`config.mk`:
```
export PLATFORM = sky130hd
export DESIGN_NAME = alarm_ctrl
export DESIGN_NICKNAME = d
export VERILOG_FILES = /design/src/rtl/alarm_ctrl.sv
export SDC_FILE = /design/constraint.sdc
export NUM_CORES = 1
export LEC_CHECK = 0
export CAP_MARGIN = 20
export CORE_ASPECT_RATIO = 0.8
export CORE_MARGIN = 4
export CORE_UTILIZATION = 30
export DETAILED_ROUTE_END_ITERATION = 6
export PLACE_DENSITY = 0.64
export SLEW_MARGIN = 20
export SYNTH_ARGS = -nofsm -noshare
export SYNTH_HDL_FRONTEND = slang
export SYNTH_SLANG_ARGS = --single-unit
```
`constraint.sdc`:
```
create_clock -name clk -period 4.8 [get_ports clk]
set_clock_uncertainty 0.2 [all_clocks]
set_input_delay 1.44 -clock clk [delete_from_list [all_inputs] [get_ports clk]]
set_output_delay 1.44 -clock clk [all_outputs]
set_load 0.01 [all_outputs]
```
`src/rtl/alarm_ctrl.sv`:
```
// Alarm controller for a BCD digital watch.
//
// Stores an alarm time and compares it with the current time from the watch.
// When the minute of the alarm is entered, the controller rings until stop,
// snooze or timeout. A snooze re-arms the ring SNOOZE_MIN minutes later, up to
// SNOOZE_MAX times per alarm event.
//
// Ports:
//   clk, rstn             rising-edge clock, synchronous active-low reset
//   tick_sec              one-cycle pulse per second
//   *_now                 current time, BCD digits (HH:MM)
//   *_set, set_load       alarm time to load, load strobe
//   alarm_en              level, arms the alarm
//   btn_snooze, btn_stop  debounced levels, acted on at their rising edges
//   ring                  high while ringing
//   *_alm                 stored alarm time, BCD digits
//   state                 0 idle, 1 armed, 2 ringing, 3 snooze
//   set_err               one-cycle pulse after a rejected load
module alarm_ctrl #(
  parameter int unsigned RING_SEC   = 60,
  parameter int unsigned SNOOZE_MIN = 5,
  parameter int unsigned SNOOZE_MAX = 3
) (
  input  logic       clk,
  input  logic       rstn,
  input  logic       tick_sec,
  input  logic [3:0] hourdec_now,
  input  logic [3:0] hourone_now,
  input  logic [3:0] mindec_now,
  input  logic [3:0] minone_now,
  input  logic [3:0] hourdec_set,
  input  logic [3:0] hourone_set,
  input  logic [3:0] mindec_set,
  input  logic [3:0] minone_set,
  input  logic       set_load,
  input  logic       alarm_en,
  input  logic       btn_snooze,
  input  logic       btn_stop,
  output logic       ring,
  output logic [3:0] hourdec_alm,
  output logic [3:0] hourone_alm,
  output logic [3:0] mindec_alm,
  output logic [3:0] minone_alm,
  output logic [1:0] state,
  output logic       set_err
);

  localparam logic [7:0] RingSec = 8'(RING_SEC);
  localparam logic [3:0] SnzMin  = 4'(SNOOZE_MIN);
  localparam logic [3:0] SnzMax  = 4'(SNOOZE_MAX);

  typedef enum logic [1:0] {
    StIdle    = 2'd0,
    StArmed   = 2'd1,
    StRinging = 2'd2,
    StSnooze  = 2'd3
  } state_e;

  state_e     state_q, state_d;
  logic [3:0] alm_hd_q, alm_hd_d, alm_ho_q, alm_ho_d;
  logic [3:0] alm_md_q, alm_md_d, alm_mo_q, alm_mo_d;
  logic [3:0] snz_hd_q, snz_hd_d, snz_ho_q, snz_ho_d;
  logic [3:0] snz_md_q, snz_md_d, snz_mo_q, snz_mo_d;
  logic [7:0] ring_cnt_q, ring_cnt_d;
  logic [3:0] snz_cnt_q, snz_cnt_d;
  logic       match_q, snz_btn_q, stp_btn_q;
  logic       ring_q, ring_d, set_err_q, set_err_d;

  logic       set_valid, load_ok;
  logic       snz_edge, stp_edge, timeout;
  logic       match, match_edge;
  logic [3:0] tgt_hd, tgt_ho, tgt_md, tgt_mo;

  // Snooze target = now + SNOOZE_MIN, computed digit by digit in BCD
  logic [4:0] mo_sum;
  logic [3:0] md_sum;
  logic       c_min, c_hr;
  logic [3:0] add_hd, add_ho, add_md, add_mo;

  assign set_valid = (hourdec_set <= 4'd2) && (hourone_set <= 4'd9) &&
                     ((hourdec_set < 4'd2) || (hourone_set <= 4'd3)) &&
                     (mindec_set <= 4'd5) && (minone_set <= 4'd9);
  assign load_ok   = set_load && set_valid;

  assign snz_edge = btn_snooze && !snz_btn_q;
  assign stp_edge = btn_stop && !stp_btn_q;
  assign timeout  = (state_q == StRinging) && (ring_cnt_q >= RingSec);

  // Outside SNOOZE the alarm time is the target. Keeping it during RINGING holds
  // match high through the ring, so returning to ARMED in the same minute does
  // not produce a fresh match edge.
  always_comb begin
    tgt_hd = alm_hd_q;
    tgt_ho = alm_ho_q;
    tgt_md = alm_md_q;
    tgt_mo = alm_mo_q;
    if (state_q == StSnooze) begin
      tgt_hd = snz_hd_q;
      tgt_ho = snz_ho_q;
      tgt_md = snz_md_q;
      tgt_mo = snz_mo_q;
    end
  end

  assign match = (hourdec_now == tgt_hd) && (hourone_now == tgt_ho) &&
                 (mindec_now == tgt_md) && (minone_now == tgt_mo);
  assign match_edge = match && !match_q;

  always_comb begin
    mo_sum = {1'b0, minone_now} + {1'b0, SnzMin};
    c_min  = (mo_sum >= 5'd10);
    add_mo = c_min ? (mo_sum[3:0] - 4'd10) : mo_sum[3:0];
    md_sum = mindec_now + {3'b000, c_min};
    c_hr   = (md_sum >= 4'd6);
    add_md = c_hr ? 4'd0 : md_sum;
    add_hd = hourdec_now;
    add_ho = hourone_now;
    if (c_hr) begin
      if ((hourdec_now == 4'd2) && (hourone_now == 4'd3)) begin
        add_hd = 4'd0;
        add_ho = 4'd0;
      end else if (hourone_now == 4'd9) begin
        add_hd = hourdec_now + 4'd1;
        add_ho = 4'd0;
      end else begin
        add_ho = hourone_now + 4'd1;
      end
    end
  end

  always_comb begin
    state_d   = state_q;
    alm_hd_d  = alm_hd_q;
    alm_ho_d  = alm_ho_q;
    alm_md_d  = alm_md_q;
    alm_mo_d  = alm_mo_q;
    snz_hd_d  = snz_hd_q;
    snz_ho_d  = snz_ho_q;
    snz_md_d  = snz_md_q;
    snz_mo_d  = snz_mo_q;
    snz_cnt_d = snz_cnt_q;
    set_err_d = set_load && !set_valid;

    if (load_ok) begin
      alm_hd_d = hourdec_set;
      alm_ho_d = hourone_set;
      alm_md_d = mindec_set;
      alm_mo_d = minone_set;
    end

    if (!alarm_en) begin
      state_d = StIdle;
    end else if (load_ok) begin
      state_d = StArmed;
    end else begin
      unique case (state_q)
        StIdle:  state_d = StArmed;
        StArmed: if (match_edge) state_d = StRinging;
        StRinging: begin
          if (stp_edge) begin
            state_d = StArmed;
          end else if (snz_edge) begin
            if (snz_cnt_q < SnzMax) begin
              state_d   = StSnooze;
              snz_cnt_d = snz_cnt_q + 4'd1;
              snz_hd_d  = add_hd;
              snz_ho_d  = add_ho;
              snz_md_d  = add_md;
              snz_mo_d  = add_mo;
            end else begin
              state_d = StArmed;
            end
          end else if (timeout) begin
            state_d = StArmed;
          end
        end
        StSnooze: begin
          if (stp_edge) begin
            state_d = StArmed;
          end else if (match_edge) begin
            state_d = StRinging;
          end
        end
        default: state_d = StIdle;
      endcase
    end

    if ((state_d == StArmed) || (state_d == StIdle)) begin
      snz_cnt_d = 4'd0;
    end

    // Counter only runs while staying in RINGING, so every entry starts at zero
    if ((state_q == StRinging) && (state_d == StRinging)) begin
      ring_cnt_d = ring_cnt_q + {7'd0, tick_sec};
    end else begin
      ring_cnt_d = 8'd0;
    end

    ring_d = (state_d == StRinging);
  end

  always_ff @(posedge clk) begin
    if (!rstn) begin
      state_q    <= StIdle;
      alm_hd_q   <= 4'd0;
      alm_ho_q   <= 4'd0;
      alm_md_q   <= 4'd0;
      alm_mo_q   <= 4'd0;
      snz_hd_q   <= 4'd0;
      snz_ho_q   <= 4'd0;
      snz_md_q   <= 4'd0;
      snz_mo_q   <= 4'd0;
      ring_cnt_q <= 8'd0;
      snz_cnt_q  <= 4'd0;
      match_q    <= 1'b0;
      snz_btn_q  <= 1'b0;
      stp_btn_q  <= 1'b0;
      ring_q     <= 1'b0;
      set_err_q  <= 1'b0;
    end else begin
      state_q    <= state_d;
      alm_hd_q   <= alm_hd_d;
      alm_ho_q   <= alm_ho_d;
      alm_md_q   <= alm_md_d;
      alm_mo_q   <= alm_mo_d;
      snz_hd_q   <= snz_hd_d;
      snz_ho_q   <= snz_ho_d;
      snz_md_q   <= snz_md_d;
      snz_mo_q   <= snz_mo_d;
      ring_cnt_q <= ring_cnt_d;
      snz_cnt_q  <= snz_cnt_d;
      match_q    <= match;
      snz_btn_q  <= btn_snooze;
      stp_btn_q  <= btn_stop;
      ring_q     <= ring_d;
      set_err_q  <= set_err_d;
    end
  end

  assign ring        = ring_q;
  assign state       = state_q;
  assign set_err     = set_err_q;
  assign hourdec_alm = alm_hd_q;
  assign hourone_alm = alm_ho_q;
  assign mindec_alm  = alm_md_q;
  assign minone_alm  = alm_mo_q;

endmodule
```
==> impl_metrics.json, run 1 <==
{
  "internal_power_mw": 0.737,
  "dp_slack_ns": -0.251,
  "ant_nets": 0,
  "hpwlAfterDp_microns": 5910,
  "crit_path_cell_trace": "clkdlybuf4s50_1 -> xor2_2 -> ha_1 -> a31oi_1 -> o21ai_0 -> a32oi_1 -> ha_2 -> ha_1 -> inv_1 -> o22ai_1 -> a221oi_1 -> buf_4 -> or2_1 -> or4_1 -> a31oi_1",
  "critPathKind": "in -> reg",
  "status": "finished, final reports clean",
  "setup_ws_ns": 0.247,
  "drive_above_1_share": 0.0863,
  "route.detailed.drc": 0,
  "syn_avg_cell_area_sq_um": 8.35,
  "clk_pin_slew_ns": 0.06,
  "cpMaxStageDelayCell": "or4_1",
  "synth-seq-area-share": 0.377,
  "setup_tns_ns": 0,
  "start_util": 0.313,
  "vdd_ir_drop_max_uv": 121,
  "ios": 59,
  "die_h_microns": 93.0,
  "insertion_delay_ns": 0.29,
  "async_flop_share": 0,
  "p_per_area_nw_per_um2": 259,
  "seqPwrFrac": 0.448,
  "p_sw_mw": 0.220,
  "core_area_sq_um": 8630,
  "wl_microns": 7630,
  "antenna_found_initial": 0,
  "critPathCaptureType": "flip-flop",
  "routed_via_density": 5.08,
  "critPathArrivalTime_ns": 4.57,
  "antenna-diode-count": 0,
  "critical_path.max_fanout": 5,
  "die_area_sq_um": 10600,
  "cp_top_family": "compound AO/OA/AOI/OAI gates",
  "fmax_ghz": 0.220,
  "grt_pass1_wl_microns": 12600,
  "grt_pass1_vias": 2537,
  "synth_area_sq_um": 2710,
  "synth-main-ff-cell": "dfxtp_1",
  "gp_congestion": 0.893,
  "worstHoldPathType": "reg -> reg",
  "start_kind": "input port",
  "p_total_mw": 0.956,
  "post-route-period-util": 0.949,
  "dpl_cell_area_sq_um": 3500,
  "nFillCells": 871,
  "avgRoutedWirePerCell_microns": 15.1,
  "fin_area_sq_um": 3690,
  "synth-edff-count": 0,
  "cts.sinks": 51,
  "cap_violations": 0,
  "area_growth_pct": 36.3,
  "final.min_clock_period_ns": 4.55,
  "r2r_setup_slack_ns": 2.33,
  "p_comb_frac": 0.137,
  "cts_buffer_depth": 2,
  "rsz0062_at_grt": "no",
  "cts_tree": "built",
  "ys_seq_elements": 51,
  "worstPathRequired_ns": 4.82,
  "p_leak_nw": 1.37,
  "cts-buffers-inserted": 5,
  "grt_usage": 0.147,
  "yosys_warnings": 0,
  "cts_setup_buffers": 0,
  "synth_cell_types": 51,
  "netlist_instances": 324,
  "fin_nets": 445,
  "drt-initial-drc-count": 204,
  "grt-ovfl-total": 0,
  "h-tree-depth": 2,
  "p_sw_frac": 0.230,
  "io_buffers": 58,
  "route.vias.total": 2570,
  "cts_hold_buf": 0,
  "rows": 30,
  "max_stage_delay_ns": 0.51,
  "die_w_microns": 114,
  "grt_max_degree": 29,
  "ctsRootBufferMaster": "clkbuf_16",
  "hold_violations": 0,
  "cts.repair.resized": 0,
  "cp.buffers_inverters": 3,
  "slew_viol_final": 0,
  "pwr-share-clk": 0.415,
  "drt_pass1_iterations": 5,
  "finalSetupViolations": 0
}
cell usage in the layout, fill, tap and decap left out, types with 3 or more instances in the layout:
cell,n
xor2_1,10
o21ai_0,12
nor3_1,6
a21oi_1,15
nand2b_1,5
nor2_1,37
ha_1,10
and2_1,8
clkbuf_16,5
o21ai_1,3
mux2i_1,13
nor4_1,4
or4_1,3
dfxtp_1,51
o221ai_1,6
inv_1,22
and3_1,4
nand3_1,11
nand2_1,25
buf_4,17
clkdlybuf4s50_1,56
xnor2_1,13
nor2b_1,4
o22ai_1,4
a31oi_1,7
routing by layer:
layer | global-route usage | up-vias | part of all wire
met5 | 0 | - | 0
met4 | 0.0415 | 0 | 0.012
met3 | 0.0353 | 10 | 0.074
met2 | 0.210 | 114 | 0.41
met1 | 0.217 | 1170 | 0.51
li1 | - | 1276 | -
synthesized netlist by cell type (all sizes together) (2+ instances only):
library cell   n  area (sq um)
nand2b         5          31.3
nand4          2          12.5
xor2          11          96.3
o211ai         2          15.0
o221ai         6          52.6
o22ai          4          25.0
a221oi         2          17.5
nor3           7          40.0
a31oi          7          43.8
nand3b         2          15.0
and2           8          50.1
inv           24          90.1
a2111oi        2          17.5
nand3         11          55.1
nor2b          4          25.0
buf            8          40.0
nand2         26           100
o2111ai        2          17.5
xnor2         13           114
or4            3          22.5
dfxtp         51          1020
a21oi         15          75.1
o21ai         15          75.1
a22oi          2          15.0
clkbuf         5          18.8
ha            12           150
nor4           5          37.5
nor2          37           139
and3           4          25.0
mux2i         13           130
a211oi         2          20.0
final timing paths:
| check | startpoint | to | cells past startpoint |
|---|---|---|---|
| worst max register to register | snz_cnt_q[0] | snz_hd_q[1] | 6 |
| worst min-delay path | snz_cnt_q[1] | snz_cnt_q[1] | 2 |
| worst max-delay path | minone_now[2] | snz_hd_q[3] | 15 |
| worst min register to register | snz_cnt_q[1] | snz_cnt_q[1] | 2 |
worst register-to-register path: stages, from the launching register on:
cell     delay (ns)
dfxtp_1        0.32
ha_1           0.20
or4_1          0.53
or4_1          0.73
nor2_1         0.23
a22oi_1        0.08
nor2_1         0.11
power groups by stage:
stage / clock (mW) / sequential [mW] / combinational (mW)
2_1_floorplan: 0 / 0.439 / 0.0556
3_3_place_gp: 0 / 0.438 / 0.127
3_5_place_dp: 0 / 0.438 / 0.128
4_1_cts: 0.402 / 0.429 / 0.129
5_1_grt: 0.423 / 0.429 / 0.144
6_report: 0.397 / 0.429 / 0.131
flip-flops by register name, summed over array words and instances (netlist names), 2 cells and up:
name,cells
ring_cnt_q,8
hourdec_alm,4
hourone_alm,4
mindec_alm,4
minone_alm,4
snz_cnt_q,4
snz_hd_q,4
snz_ho_q,4
snz_md_q,4
snz_mo_q,4
state,2
metrics by stage:
step	cells	util	hold WS (ns)
finish	506	0.427	0.271
global placement	499	0.405	0.236
floorplan	325	-	0.221
CTS	506	0.424	0.269
detailed placement	499	0.405	0.252
global route	506	0.427	0.281
final cells by class:
class                      instances  area, sq um  share of cell area
clock buffer                       5          125              0.0339
multi-input combinational        237         1560               0.424
timing repair buffer              75          713               0.193
tap                              112          140              0.0380
inverter                          24         90.1              0.0244
sequential                        51         1020               0.277
clock inverter                     2         37.5              0.0102
cells by family after synthesis:
kind of cell,share of synthesized area
simple gates,0.216
xor+xnor,0.0777
other cells,0.00139
fa+ha+maj,0.0555
buf+inv,0.0550
flops,0.377
mux,0.0522
compound gates,0.165
Note: power is estimated with default switching activity, not from simulation.
==> run 2: changes to the inputs <==
- CTS_CLUSTER_SIZE: default -> 25
==> results of run 2 <==
No change in the layout: final DEF, timing and power equal those of run 1.
